File: config.mk
export PLATFORM = sky130hd
export DESIGN_NAME = instr_program_loader
export DESIGN_NICKNAME = d
export VERILOG_FILES = /design/src/rtl/instr_program_loader.sv
export SDC_FILE = /design/constraint.sdc
export NUM_CORES = 1
export LEC_CHECK = 0
export ABC_AREA = 1
export CORE_MARGIN = 8
export CORE_UTILIZATION = 45
export DETAILED_ROUTE_END_ITERATION = 8
export GPL_TIMING_DRIVEN = 0
export PLACE_DENSITY_LB_ADDON = 0.1
export SYNTH_ARGS = -nofsm -noshare
export SYNTH_HDL_FRONTEND = slang
export SYNTH_SLANG_ARGS = --single-unit
File: constraint.sdc
create_clock -name clk -period 2.7 [get_ports clk]
set_input_delay 0.54 -clock clk [delete_from_list [all_inputs] [get_ports clk]]
set_output_delay 0.54 -clock clk [all_outputs]
set_load 0.02 [all_outputs]
File: src/rtl/instr_program_loader.sv
// instr_program_loader: encodes ALU descriptors into RV32I words and streams them,
// through a small FIFO and a backpressured write stage, into instruction memory.
module instr_program_loader #(
    parameter int ADDR_W     = 8,
    parameter int FIFO_DEPTH = 4,
    parameter int BASE_ADDR  = 0,
    parameter int MEM_WORDS  = 256
) (
    input  logic              clk,
    input  logic              rst_n,
    input  logic              clear,
    input  logic              in_valid,
    output logic              in_ready,
    input  logic [2:0]        in_op,
    input  logic              in_imm_sel,
    input  logic              in_last,
    input  logic [4:0]        in_rd,
    input  logic [4:0]        in_rs1,
    input  logic [4:0]        in_rs2,
    input  logic [11:0]       in_imm,
    output logic              mem_we,
    input  logic              mem_ready,
    output logic [ADDR_W-1:0] mem_addr,
    output logic [31:0]       mem_wdata,
    output logic [ADDR_W:0]   words_written,
    output logic              done,
    output logic              mem_full,
    output logic              err
);
    typedef enum logic [1:0] {LOAD, DRAIN, DONE} state_t;
    localparam int PW = $clog2(FIFO_DEPTH);
    localparam int CW = PW + 1;
    localparam logic [ADDR_W-1:0] BASE  = ADDR_W'(BASE_ADDR);
    localparam logic [ADDR_W:0]   LIMIT = (ADDR_W+1)'(MEM_WORDS);
    localparam logic [CW-1:0]     DEPTH = CW'(FIFO_DEPTH);

    state_t            state_q, state_d;
    logic [31:0]       fifo_q [FIFO_DEPTH];
    logic [31:0]       fifo_d [FIFO_DEPTH];
    logic [PW-1:0]     wr_ptr_q, wr_ptr_d, rd_ptr_q, rd_ptr_d;
    logic [CW-1:0]     cnt_q, cnt_d;
    logic [ADDR_W:0]   acc_q, acc_d, words_q, words_d;
    logic [ADDR_W-1:0] addr_q, addr_d;
    logic [31:0]       wdata_q, wdata_d;
    logic              we_q, we_d, full_q, full_d, err_q, err_d, started_q, started_d;
    logic [2:0]        funct3;
    logic [6:0]        funct7;
    logic [31:0]       enc;
    logic              legal, accept, push, pop, wr_done;

    always_comb begin
        funct3 = (in_op == 3'd2) ? 3'd4 : (in_op == 3'd3) ? 3'd6 : (in_op == 3'd4) ? 3'd7 : 3'd0;
        funct7 = (in_op == 3'd1) ? 7'h20 : 7'h00;
        enc    = in_imm_sel ? {in_imm, in_rs1, funct3, in_rd, 7'b0010011}
                            : {funct7, in_rs2, in_rs1, funct3, in_rd, 7'b0110011};
        legal  = (in_op <= 3'd4) && !((in_op == 3'd1) && in_imm_sel);
    end

    // in_ready depends only on registered state and clear, never on mem_ready
    assign in_ready = started_q && (state_q == LOAD) && (cnt_q != DEPTH) && !clear;
    assign accept   = in_valid && in_ready;
    assign push     = accept && legal;
    assign wr_done  = we_q && mem_ready;
    assign pop      = (cnt_q != '0) && (!we_q || mem_ready);

    always_comb begin
        state_d   = state_q;
        fifo_d    = fifo_q;
        wr_ptr_d  = wr_ptr_q;
        rd_ptr_d  = rd_ptr_q;
        cnt_d     = cnt_q + CW'(push) - CW'(pop);
        acc_d     = acc_q;
        words_d   = words_q;
        addr_d    = addr_q;
        wdata_d   = wdata_q;
        we_d      = we_q;
        full_d    = full_q;
        err_d     = err_q || (accept && !legal);
        started_d = 1'b1;
        if (push) begin
            fifo_d[wr_ptr_q] = enc;
            wr_ptr_d         = wr_ptr_q + PW'(1);
            acc_d            = acc_q + (ADDR_W+1)'(1);
        end
        if (wr_done) begin
            addr_d  = addr_q + ADDR_W'(1);
            words_d = words_q + (ADDR_W+1)'(1);
        end
        if (pop) begin
            we_d     = 1'b1;
            wdata_d  = fifo_q[rd_ptr_q];
            rd_ptr_d = rd_ptr_q + PW'(1);
        end else if (wr_done) begin
            we_d = 1'b0;
        end
        case (state_q)
            LOAD: begin
                if (push && (acc_q + (ADDR_W+1)'(1) == LIMIT)) begin
                    full_d  = 1'b1;
                    state_d = DRAIN;
                end else if (accept && in_last) begin
                    state_d = DRAIN;
                end
            end
            DRAIN:   state_d = ((cnt_q == '0) && (!we_q || mem_ready)) ? DONE : DRAIN;
            default: state_d = DONE;
        endcase
        if (clear) begin
            state_d  = LOAD;
            wr_ptr_d = '0;
            rd_ptr_d = '0;
            cnt_d    = '0;
            acc_d    = '0;
            words_d  = '0;
            addr_d   = BASE;
            wdata_d  = '0;
            we_d     = 1'b0;
            full_d   = 1'b0;
            err_d    = 1'b0;
        end
    end

    always_ff @(posedge clk or negedge rst_n) begin
        if (!rst_n) begin
            state_q   <= LOAD;
            fifo_q    <= '{default: '0};
            wr_ptr_q  <= '0;
            rd_ptr_q  <= '0;
            cnt_q     <= '0;
            acc_q     <= '0;
            words_q   <= '0;
            addr_q    <= BASE;
            wdata_q   <= '0;
            we_q      <= 1'b0;
            full_q    <= 1'b0;
            err_q     <= 1'b0;
            started_q <= 1'b0;
        end else begin
            state_q   <= state_d;
            fifo_q    <= fifo_d;
            wr_ptr_q  <= wr_ptr_d;
            rd_ptr_q  <= rd_ptr_d;
            cnt_q     <= cnt_d;
            acc_q     <= acc_d;
            words_q   <= words_d;
            addr_q    <= addr_d;
            wdata_q   <= wdata_d;
            we_q      <= we_d;
            full_q    <= full_d;
            err_q     <= err_d;
            started_q <= started_d;
        end
    end

    assign mem_we        = we_q;
    assign mem_addr      = addr_q;
    assign mem_wdata     = wdata_q;
    assign words_written = words_q;
    assign done          = (state_q == DONE);
    assign mem_full      = full_q;
    assign err           = err_q;
endmodule

# After elaboration in Yosys (flattened, before gate mapping)
# Cells that the tools add are included.
# word_totals
latchBits,0
mem_count,0
mem_bits_rw,0
rom_bits,0
wordCells,104
ff_bits,199
# op_classes
add_sub_neg,7
n_reduce_logical,30
n_mux,36
n_bitwise,2
n_div,0
multipliers,0
n_lt_le_gt_ge,4
eq_ne,9
shift,0
# op_table
operator,n
32-bit 2-to-1 mux,6
128-bit bitwise mux,1
32-bit binary-select mux with 2-bit select,1
32-bit demux with 2-bit select,1
9-bit 2-to-1 mux,4
"9-bit by 1-bit adder with 9-bit output, second input constant",2
2-bit 2-to-1 mux,8
8-bit 2-to-1 mux,2
1-bit logical AND,14
3-bit 2-to-1 mux,4
2-bit nonzero test,5
"9-bit == test, second input constant",1
"8-bit by 1-bit adder with 8-bit output, second input constant",1
1-bit 2-to-1 mux,7
"3-bit by 2-bit == test with 1-bit output, second input constant",2
"3-bit >= comparator, second input constant",2
6-bit 2-to-1 mux,1
2-bit NOT with 3-bit output,2
3-bit nonzero test,2
"2-bit by 1-bit adder with 2-bit output, second input constant",2
1-bit zero test,4
"4-bit by 2-bit != test with 1-bit output, second input constant",1
2-bit case mux with 2 select lines,1
3-bit by 1-bit adder with 3-bit output,1
other kinds (12),13

# Logic depth before layout (Yosys ltp)
# Gate-level depths: netlist of run 1.
# logic_depth
depth_word,10
mapped_depth,13
mapped_depth_nobuf,12

# Least setup slack after synthesis of run 1
# No wires, ideal clock.
# synth_timing
path_type,input to register
startpoint,input port clear
endpoint,register cnt_q[2]
stages,12
t_arrival_ns,2.366
setup_ns,0.124
setup_slack_ns,0.210
cell_sequence,inv_2 -> nand3_1 -> nor2_4 -> nand3_4 -> buf_4 -> ha_1 -> inv_1 -> ha_1 -> inv_1 -> fa_1 -> o21ai_0 -> a21oi_1
# synth_between
elab_chain_cells,7
# synth_rtl
element,line_no,rtl
"start, declared",11,"input logic clear,"
1-bit zero test,60,assign in_ready = started_q && (state_q == LOAD) && (cnt_q != DEPTH) && !clear;
1-bit logical AND,60,
net in_ready,13,"output logic in_ready,"
1-bit logical AND,61,assign accept = in_valid && in_ready;
1-bit logical AND,62,assign push = accept && legal;
3-bit by 1-bit adder with 3-bit output,71,cnt_d = cnt_q + CW'(push) - CW'(pop);
3-bit by 1-bit subtractor with 3-bit output,71,
3-bit 2-to-1 mux,108,if (clear) begin
net cnt_d[2],41,"logic [CW-1:0] cnt_q, cnt_d;"
"end signal, assigned",143,cnt_q <= cnt_d;
"end, declared",41,
# The timed path passes the listed nets, and every way through them passes these cells.
# A chain may end at the register's enable or synchronous reset.

# Final worst setup path of run 1
# layout_timing
startpoint,input port clear
endpoint,output port in_ready
# layout_between
elab_chain_cells,2
# layout_rtl
element,line_no
1-bit zero test,60
1-bit logical AND,60
"end, declared",13
# Every way passes these cells.

==> key figures, run 1 <==
Detailed routing
  – # DRC: 0
  – Routed wire length per instance: 16.5 µm
  – Drt pass-1 iters: 5
  – Detailed Route WL: 22.1 mm
  – Post-DRT Antenna Nets: 0
  – Vias post-DR: 6816
  – Drt first-iter violations: 533
  – Number of vias per cell: 5.09

Critical path
  – Reg2reg start: state_q[1]$_DFFE_PN0P_
  – Arr. time, crit path: 2020 ps
  – Nature of the critical path endpoint: output port
  – R2R Path End: cnt_q[2]$_DFF_PN0_
  – Reg2reg setup slack: 350 ps
  – R2R depth: 12
  – CP Max Fanout: 4
  – Critical path startpoint category: primary input
  – CP required: 2160 ps
  – CP Class: in2out

Clock tree
  – CTS H-Tree Depth: 4
  – Clock Path Buffers: 2
  – CTS Buf Count: 17
  – CTS Hold Bufs: 0
  – Clock Latency Late Sink: 440 ps
  – Root Buffer: clkbuf_16
  – Clk pin slew, worst setup/hold paths: 60 ps
  – CTS tree: built
  – CTS Sinks: 174

GRT
  – GRT Total Usage: 0.206
  – Initial antenna violation count: 0
  – Vias in the first global route: 6617
  – Largest net degree at the start of global routing: 121
  – First-pass GRT wire length: 35.9 mm
  – Grt total ovfl: 0

Floorplanning
  – Standard-cell row count: 49
  – Starting density of the core: 0.454
  – Chip Height: 150 µm
  – Die ar.: 22500 µm²
  – Die W: 150 µm
  – Top Ports: 91
  – Core area: 17800 µm²

Cells and area
  – Nets: 1146
  – Antenna Cells: 0
  – Synthesis-to-finish area growth: 22.4%
  – Fin util: 0.556
  – Layout cell share with drive strength beyond 1: 0.0747
  – Final Cell Area: 9910 µm²
  – Final Non-Filler Cells: 1340

Place
  – PortBufs: 86
  – Placer Congestion: 0.806
  – Area after DPL: 9290 µm²
  – Final HPWL DP: 15.0 mm
  – Cells after DPL: 1306

Yosys
  – Mapped cell area: 8100 µm²
  – Top FF cell, synth: dfrtp_1
  – Post-synth top area cell: dfrtp_1
  – Async SR Flop Fraction: 1.00
  – Synth cell types: 32
  – FF+latch count, synth: 174
  – Top post-synthesis cells by area: dfrtp_1 (54%), nand2_1 (13%), o21ai_0 (7.7%), inv_1 (4.9%), a21oi_1 (4.4%)
  – Post-synth top area share: 0.538
  – Avg Synthesized Cell Area: 8.20 µm²
  – Seq/Total Area, Yosys: 0.538
  – Syn. warnings: 0
  – Post-synthesis cell count: 988
  – Post-synth EDFFs: 0

STA
  – RSZ-0062 raised after global routing: no
  – Normalized max-slew margin: 0.516
  – Final Hold Fails: 0
  – Worst hold slack: 12.4 ps
  – Worst-case clock skew: 9.61 ps
  – Fin crit share: 0.948
  – Max Freq: 391 MHz
  – Max-slew violation count: 0
  – Min cycle time layout: 2560 ps
  – Final setup fails: 0
  – Tightest Pin Transition: 726 ps

Status
  – Run status: finished, final reports clean

Run
  – Max Cap Viol: 0

Power and ir drop
  – Maximum VDD drop: 0.531 mV
  – Clock group share of total power: 0.290
  – Comb pwr share: 0.323
  – Pwr dens: 879 nW/µm²
  – Design Power: 8710 µW
  – Switch share: 0.358
  – Leak: 0.00476 µW
  – Sequential share of power: 0.386
  – NetSw: 3120 µW
  – P_int: 5590 µW

Hold path
  – Worst hold path class: in2async
[how the worst max path moves through the flow]
stage                  start                endpoint
detailed placement  in_op[1]      cnt_q[2]$_DFF_PN0_
finish                 clear                in_ready
floorplan              clear      cnt_q[2]$_DFF_PN0_
global placement       rst_n  fifo_q[55]$_DFFE_PN0P_
global route           clear      cnt_q[2]$_DFF_PN0_
CTS                 in_op[1]      cnt_q[2]$_DFF_PN0_
[routing by layer]
metal	up-vias	track usage	routed length, µm
met1	3261	0.287	10300
li1	3374	-	-
met4	0	0.0520	238
met2	162	0.327	10500
met3	19	0.0358	1170
met5	-	0	0
[through the flow]
stage | TNS (ps) | setup slack [ps]
after floorplan | 0 | 210
after global placement | -1104420 | -6360
after detailed placement | -925 | -484
after CTS | 0 | 41.8
after global routing | 0 | 50.1
final | 0 | 139
[worst max-delay path: stages]
cell	delay, ps
clkdlybuf4s50_1	440
inv_2	120
nand3_1	130
nor2_4	170
clkdlybuf4s50_1	620
[logic make-up (layout without fill, tap and decap cells)]
group,count (synthesis),in the layout,share of synthesized area
other cells,2,4,0.000927
compound gates,248,248,0.156
fa+ha+maj,11,11,0.0179
xor+xnor,2,2,0.00216
buf+inv,167,288,0.0874
simple gates,384,384,0.198
flops,174,174,0.538
[synth_stat cells (4+ instances only)]
| cell type | n |
|---|---|
| nand2_1 | 283 |
| dfrtp_1 | 174 |
| o21ai_0 | 125 |
| inv_1 | 105 |
| a21oi_1 | 71 |
| nand3_1 | 46 |
| o21ai_1 | 42 |
| nor2_1 | 27 |
| clkbuf_1 | 23 |
| buf_2 | 20 |
| nor3_1 | 11 |
| ha_1 | 10 |
| buf_4 | 7 |
| inv_2 | 5 |
| nor2_4 | 5 |
| buf_6 | 4 |
[sequential cells by signal, summed over array words and instances, names as in the netlist]
register and flops:
wr_ptr_q 2, mem_we 1, mem_full 1, err 1, words_written 9, rd_ptr_q 2
cnt_q 3, mem_addr 8, mem_wdata 27, state_q 2, fifo_q 108, acc_q 9
started_q 1
[what timing repair did]
item,CTS,global route
setup endpoints to repair,1,1
pin swaps,1,2
buffers inserted,1,1
resized for setup,0,4
[placed cells by master (no fill, tap or decap), drive strengths merged, types with 2 or more instances in the layout]
| cell type | count |
|---|---|
| dfrtp | 174 |
| inv | 113 |
| buf | 38 |
| o21ai | 168 |
| clkdlybuf4s50 | 84 |
| bufinv | 2 |
| o22ai | 3 |
| nor2 | 32 |
| nor3 | 11 |
| or2 | 5 |
| nand2 | 285 |
| conb | 4 |
| a21oi | 71 |
| nand3 | 47 |
| clkinvlp | 4 |
| o21a | 3 |
| xor2 | 2 |
| ha | 10 |
| clkbuf | 44 |
| nand4 | 3 |
| clkinv | 2 |
[power by group through the flow]
| stage | registers, µW | clock network [µW] | logic, µW |
|---|---|---|---|
| global route | 3420 | 2670 | 3140 |
| floorplan | 3620 | 0 | 1400 |
| global placement | 3410 | 0 | 2790 |
| finish | 3370 | 2530 | 2820 |
| CTS | 3370 | 2560 | 2850 |
| detailed placement | 3410 | 0 | 2830 |
[final cells by class]
| cell class | count | area, µm² |
|---|---|---|
| plain buffers | 57 | 299 |
| flip-flops and latches | 174 | 4350 |
| multi-input cells | 649 | 3050 |
| inverters | 110 | 413 |
| fillers | 1709 | 7930 |
| repair buffers | 89 | 911 |
| well taps | 229 | 287 |
| clock inverters | 11 | 130 |
| clock buffers | 21 | 470 |
Note: power is estimated with default switching activity, not from simulation.
==> run 2, diff against run 1 <==
--- a/config.mk
+++ b/config.mk
@@ -11,6 +11,7 @@
 export DETAILED_ROUTE_END_ITERATION = 8
 export GPL_TIMING_DRIVEN = 0
 export PLACE_DENSITY_LB_ADDON = 0.1
+export SETUP_SLACK_MARGIN = 0.4
 export SYNTH_ARGS = -nofsm -noshare
 export SYNTH_HDL_FRONTEND = slang
 export SYNTH_SLANG_ARGS = --single-unit
==> run 2 against run 1 <==
Effect of this change:
- worst hold slack improved by 55 ps
- critical path depth rose by 6
- die area is the same
- first-iteration DRC count rose by 9.2%
- register-to-register slack gained 170 ps
- sequential share of layout area is 0.11 points lower
- final cell count hardly changed
- largest cell class unchanged
- largest power group unchanged
- highest routed layer unchanged
==> key figures, run 2 (synthesis gave the netlist of run 1 again) <==
Floorplanning
  – Standard-cell row count: 49 (unchanged)
  – Chip Height: 150 µm (unchanged)
  – Starting density of the core: 0.454 (unchanged)
  – Die ar.: 22500 µm² (unchanged)
  – Core area: 17800 µm² (unchanged)
  – Die W: 150 µm (unchanged)
  – Top Ports: 91 (unchanged)

Power and ir drop
  – Design Power: 8590 µW (-1.3%)
  – Leak: 0.00475 µW (-0.25%)
  – Pwr dens: 865 nW/µm² (-1.6%)
  – Maximum VDD drop: 0.501 mV (-5.8%)

Critical path
  – CP Class: reg2reg
  – Nature of the critical path endpoint: flip-flop
  – Arr. time, crit path: 2460 ps (+440 ps)
  – CP Max Fanout: 10 (+6)
  – CP required: 2990 ps (+830 ps)
  – Critical path startpoint category: flip-flop

Place
  – Final HPWL DP: 15.0 mm (-0.19%)
  – Area after DPL: 9360 µm² (+0.75%)
  – Placer Congestion: 0.808 (+0.26%)
  – PortBufs: 86 (unchanged)

STA
  – Final setup fails: 0 (unchanged)
  – Max Freq: 459 MHz (+18%)
  – Max-slew violation count: 0 (unchanged)
  – Min cycle time layout: 2180 ps (-382 ps)
  – Worst-case clock skew: 10.8 ps (+1.18 ps)
  – Normalized max-slew margin: 0.562 (+0.0464)
  – Worst hold slack: 67.4 ps (+55.1 ps)
  – RSZ-0062 raised after global routing: no
  – Final Hold Fails: 0 (unchanged)
  – Tightest Pin Transition: 657 ps (-69.6 ps)
  – Fin crit share: 0.807 (-0.141)

Cells and area
  – Layout filler cell count: 1715 (+0.35%)
  – Nets: 1145 (-0.087%)
  – Final Cell Area: 9930 µm² (+0.24%)
  – Layout cell share with drive strength beyond 1: 0.0811 (+0.00637)
  – Largest register FFs: 108 (unchanged)
  – Commonest non-fill, non-tap cells in the layout: nand2_1 (283), dfrtp_1 (174), o21ai_0 (124), inv_1 (102), clkdlybuf4s50_1 (80)
  – Antenna Cells: 0 (unchanged)
  – Most common cell after layout, fill and taps aside: nand2_1
  – Synthesis-to-finish area growth: 22.7%
  – Register with the most flip-flops: fifo_q
  – Fin util: 0.557 (+0.00133)

Hold path
  – Worst hold path class: in2async

Clock tree
  – CTS Hold Bufs: 0 (unchanged)
  – Clk pin slew, worst setup/hold paths: 60 ps (about the same)
  – Clock Latency Late Sink: 430 ps (about the same)
  – CTS tree: built
  – CTS Buf Count: 17 (unchanged)
  – CTS Sinks: 174 (unchanged)
  – CTS H-Tree Depth: 4 (unchanged)
  – Root Buffer: clkbuf_16
  – Clock Path Buffers: 2 (unchanged)

Status
  – Run status: finished, final reports clean

GRT
  – Vias in the first global route: 6798 (+2.7%)
  – Largest net degree at the start of global routing: 101 (-17%)
  – Initial antenna violation count: 0 (unchanged)
  – GRT Total Usage: 0.206 (+0.000409)
  – First-pass GRT wire length: 36.3 mm (+1.1%)
  – Grt total ovfl: 0 (unchanged)

Detailed routing
  – Post-DRT Antenna Nets: 0 (unchanged)
  – Detailed Route WL: 22.2 mm (+0.18%)
  – Drt first-iter violations: 582 (+9.2%)
  – Number of vias per cell: 5.12 (+0.66%)
  – # DRC: 0 (unchanged)
  – Vias post-DR: 6856 (+0.59%)
  – Drt pass-1 iters: 5 (unchanged)
  – Routed wire length per instance: 16.6 µm (+0.26%)

Run
  – Max Cap Viol: 0 (unchanged)
run 2: changes by cell type in the layout (fill, tap and decap cells not counted), sizes merged:
cell | before | now
dlygate4sd2 | 0 | 4
clkinv | 2 | 6
clkbuf | 44 | 42
buf | 38 | 37
clkdlybuf4s50 | 84 | 80
inv | 113 | 111
clkinvlp | 4 | 5
bufinv | 2 | 1
run 2: repair_timing:
item,CTS,global route
setup endpoints to repair,3,2
resized for setup,5,3
setup buffers,1,0
pin swaps,1,0
run 2: area by class of cell:
type                       instances  area [µm²]  area share
buffer                            57         307      0.0309
timing repair buffer              88         898      0.0904
clock inverter                    13         118      0.0118
clock buffer                      19         443      0.0446
sequential                       174        4350       0.438
multi-input combinational        649        3110       0.313
tap                              229         287      0.0288
inverter                         110         423      0.0426
run 2: final timing paths:
path                                         start                 endpoint  slack, ps  cells past startpoint
max reg2reg                 state_q[1]$_DFFE_PN0P_       cnt_q[1]$_DFF_PN0_        520                     11
max in group asynchronous                    rst_n   fifo_q[22]$_DFFE_PN0P_       1710                      2
min                                          rst_n     acc_q[8]$_DFFE_PN0P_         70                      1
min in group clk           fifo_q[100]$_DFFE_PN0P_  fifo_q[100]$_DFFE_PN0P_        460                      2
min reg2reg                fifo_q[100]$_DFFE_PN0P_  fifo_q[100]$_DFFE_PN0P_        460                      2
max                         state_q[1]$_DFFE_PN0P_       cnt_q[1]$_DFF_PN0_        520                     11
run 2: critical path: stages, from the launching register on:
cell and delay (ps):
dfrtp_1 400, nor2_2 190, nand3_4 90, nor2_4 160
nand3_4 90, buf_8 160, ha_4 210, inv_2 60
ha_4 110, inv_2 30, fa_2 500, nor2_1 40
run 2: metal layers:
metal | global-route usage | wire length [µm] | up-vias | share of wire
met1 | 0.279 | 10200 | 3324 | 0.46
met2 | 0.333 | 10600 | 141 | 0.48
met4 | 0.0555 | 229 | 0 | 0.010
met3 | 0.0394 | 1110 | 16 | 0.050
li1 | - | - | 3375 | -
met5 | 0 | 0 | - | 0
run 2: power breakdown:
group | leakage [µW] | internal [µW] | switching, µW | total [µW]
Clock | 0.000261 | 1300 | 1070 | 2360
Sequential | 0.00222 | 3120 | 251 | 3370
Combinational | 0.00227 | 1040 | 1820 | 2860
run 2: stage by stage:
stage / std cells / setup slack, ps / setup TNS (ps)
after floorplan: 990 / 413 / 0
after global placement: 1305 / -6330 / -1099240
after global routing: 1339 / 404 / 0
final: 1339 / 521 / 0
after detailed placement: 1306 / -282 / -496
after CTS: 1339 / 405 / 0
==> run 3, diff against run 2 <==
==> constraint.sdc (replaced) <==
create_clock -name clk -period 2.3 [get_ports clk]
set_input_delay 0.46 -clock clk [delete_from_list [all_inputs] [get_ports clk]]
set_output_delay 0.46 -clock clk [all_outputs]
set_load 0.02 [all_outputs]
==> run 3 against run 2 <==
Effect of this change:
- first-iteration DRC count fell by 11%
- largest power group unchanged
- clock power increased by 33%
- sequential power up 17%
- count of clock-buffer cells in the layout is 1 lower
- critical path type unchanged
- global-route usage is 0.11 points lower
==> key figures, run 3 (synthesis gave the netlist of run 1 again) <==
Floorplanning
  – Die ar.: 22500 µm² (unchanged)
  – Chip Height: 150 µm (unchanged)
  – Starting density of the core: 0.454 (unchanged)
  – Die W: 150 µm (unchanged)
  – Standard-cell row count: 49 (unchanged)
  – Core area: 17800 µm² (unchanged)
  – Top Ports: 91 (unchanged)

Detailed routing
  – Detailed Route WL: 22.8 mm (+2.9%)
  – Post-DRT Antenna Nets: 0 (unchanged)
  – Drt first-iter violations: 519 (-11%)
  – Drt pass-1 iters: 5 (unchanged)
  – # DRC: 0 (unchanged)
  – Number of vias per cell: 5.15 (+0.53%)
  – Routed wire length per instance: 16.8 µm (+1.4%)
  – Vias post-DR: 6995 (+2.0%)

Clock tree
  – CTS H-Tree Depth: 4 (unchanged)
  – CTS Sinks: 174 (unchanged)
  – Clock Path Buffers: 2 (unchanged)
  – Clk pin slew, worst setup/hold paths: 70 ps (about the same)
  – Root Buffer: clkbuf_16
  – CTS tree: built
  – Clock Latency Late Sink: 430 ps (about the same)
  – CTS Buf Count: 17 (unchanged)

Hold path
  – Worst hold path class: in2reg

STA
  – Final Hold Fails: 0 (unchanged)
  – RSZ-0062 raised after global routing: yes
  – Fin Setup TNS: 0 ps (unchanged)
  – Worst hold slack: 366 ps (+299 ps)
  – Worst-case clock skew: 9.13 ps (-1.65 ps)
  – Max-slew violation count: 0 (unchanged)
  – Max Freq: 480 MHz (+4.5%)
  – Fin crit share: 0.906 (+0.0993)
  – Normalized max-slew margin: 0.554 (-0.00800)
  – Min cycle time layout: 2080 ps (-94.4 ps)
  – Final setup fails: 0 (unchanged)
  – Tightest Pin Transition: 669 ps (+12.0 ps)

Cells and area
  – Most common cell after layout, fill and taps aside: nand2_1
  – Synthesis-to-finish area growth: 27.9%
  – Fin util: 0.581 (+0.0237)
  – Final Non-Filler Cells: 1359 (+1.5%)
  – Antenna Cells: 0 (unchanged)
  – Nets: 1165 (+1.7%)
  – Largest register FFs: 108 (unchanged)
  – Layout filler cell count: 1655 (-3.5%)
  – Layout cell share with drive strength beyond 1: 0.109 (+0.0278)
  – Commonest non-fill, non-tap cells in the layout: nand2_1 (281), dfrtp_1 (174), o21ai_0 (113), inv_1 (102), a21oi_1 (71)
  – Register with the most flip-flops: fifo_q

Power and ir drop
  – Clock group share of total power: 0.298 (+0.023)
  – P_int: 6750 µW (+24%)
  – Pwr dens: 1020 nW/µm² (+17%)
  – Comb pwr share: 0.326 (-0.007)
  – Maximum VDD drop: 0.699 mV (+40%)
  – NetSw: 3760 µW (+20%)
  – Switch share: 0.358 (-0.00691)
  – Leak: 0.00519 µW (+9.3%)
  – Sequential share of power: 0.376 (-0.016)

Critical path
  – Critical path startpoint category: flip-flop
  – CP Max Fanout: 3 (-7)
  – Slowest-stage cell, CP: fa_2
  – Crit-path cells: nor2_2, nand3_2, nor2_4, nand3_4, buf_8, ha_4, inv_2, ha_4, inv_2, fa_2, nor2_1
  – Crit path max-delay family: adder cells
  – CP peak stage delay: 500 ps (about the same)
  – Nature of the critical path endpoint: flip-flop
  – Reg2reg setup slack: 220 ps (-310 ps)
  – CP required: 2600 ps (-390 ps)
  – CP Class: reg2reg
  – Arr. time, crit path: 2390 ps (-70 ps)
  – Crit path buffers/inverters: 3 (unchanged)

Place
  – Placer Congestion: 0.805 (-0.43%)
  – Cells after DPL: 1306 (unchanged)
  – PortBufs: 86 (unchanged)
  – Final HPWL DP: 15.0 mm (+0.32%)

GRT
  – Vias in the first global route: 6790 (-0.12%)
  – Initial antenna violation count: 0 (unchanged)
  – GRT Total Usage: 0.205 (-0.00107)
  – Largest net degree at the start of global routing: 107 (+5.9%)
  – Grt total ovfl: 0 (unchanged)
  – First-pass GRT wire length: 35.8 mm (-1.4%)

Run
  – Max Cap Viol: 0 (unchanged)

Status
  – Run status: finished, final reports clean
[run 3: routing by layer]
| layer | part of all wire | vias up | GRT usage |
|---|---|---|---|
| li1 | - | 3424 | - |
| met1 | 0.44 | 3335 | 0.280 |
| met2 | 0.48 | 206 | 0.325 |
| met3 | 0.063 | 30 | 0.0403 |
| met4 | 0.017 | 0 | 0.0625 |
| met5 | 0 | - | 0 |
[run 3: worst paths after layout]
check                                             start                 endpoint  cells after the start
worst min register to register  fifo_q[100]$_DFFE_PN0P_  fifo_q[100]$_DFFE_PN0P_                      2
worst min-delay path                         in_imm_sel  fifo_q[101]$_DFFE_PN0P_                      4
min in group asynchronous                         rst_n     acc_q[6]$_DFFE_PN0P_                      2
max in group asynchronous                         rst_n   fifo_q[14]$_DFFE_PN0P_                      3
worst max-delay path             state_q[0]$_DFFE_PN0P_       cnt_q[1]$_DFF_PN0_                     11
worst max register to register   state_q[0]$_DFFE_PN0P_       cnt_q[1]$_DFF_PN0_                     11
[run 3: layout make-up]
type	count	area [µm²]	area share
Sequential cell	174	4350	0.420
Multi-Input combinational cell	649	3120	0.301
Timing Repair Buffer	108	1140	0.110
Clock buffer	18	429	0.0414
Inverter	110	420	0.0406
Buffer	57	405	0.0391
Tap cell	229	287	0.0277
Clock inverter	14	206	0.0199
[run 3: worst reg2reg max path: cells and delay by family, from the launching register on]
kind	cells	cell delay, ps
adders and majority gates	3	820
buffers and inverters	3	220
DFF	1	390
and+or+nand+nor	5	540
[run 3: per-stage QoR]
stage / setup WS (ps) / power (µW) / area, µm²
6_report: 215 / 10500 / 10400
2_1_floorplan: 59.7 / 5940 / 8160
4_1_cts: 193 / 10500 / 10000
3_3_place_gp: -6660 / 7330 / 9310
5_1_grt: 143 / 11100 / 10400
3_5_place_dp: -622 / 7380 / 9340
[run 3: what timing repair did]
item,CTS,global route
cloned,0,6
pin swaps,4,5
resized for setup,34,78
hold endpoints to repair,1,0
hold buffers,1,0
setup endpoints to repair,133,75
buffers inserted,4,10
[run 3: power groups by stage]
stage	combinational, µW	sequential, µW	clock (µW)
after floorplan	1690	4250	0
after global placement	3320	4010	0
after detailed placement	3370	4010	0
after CTS	3340	3960	3170
after global routing	3800	4020	3290
final	3430	3950	3130
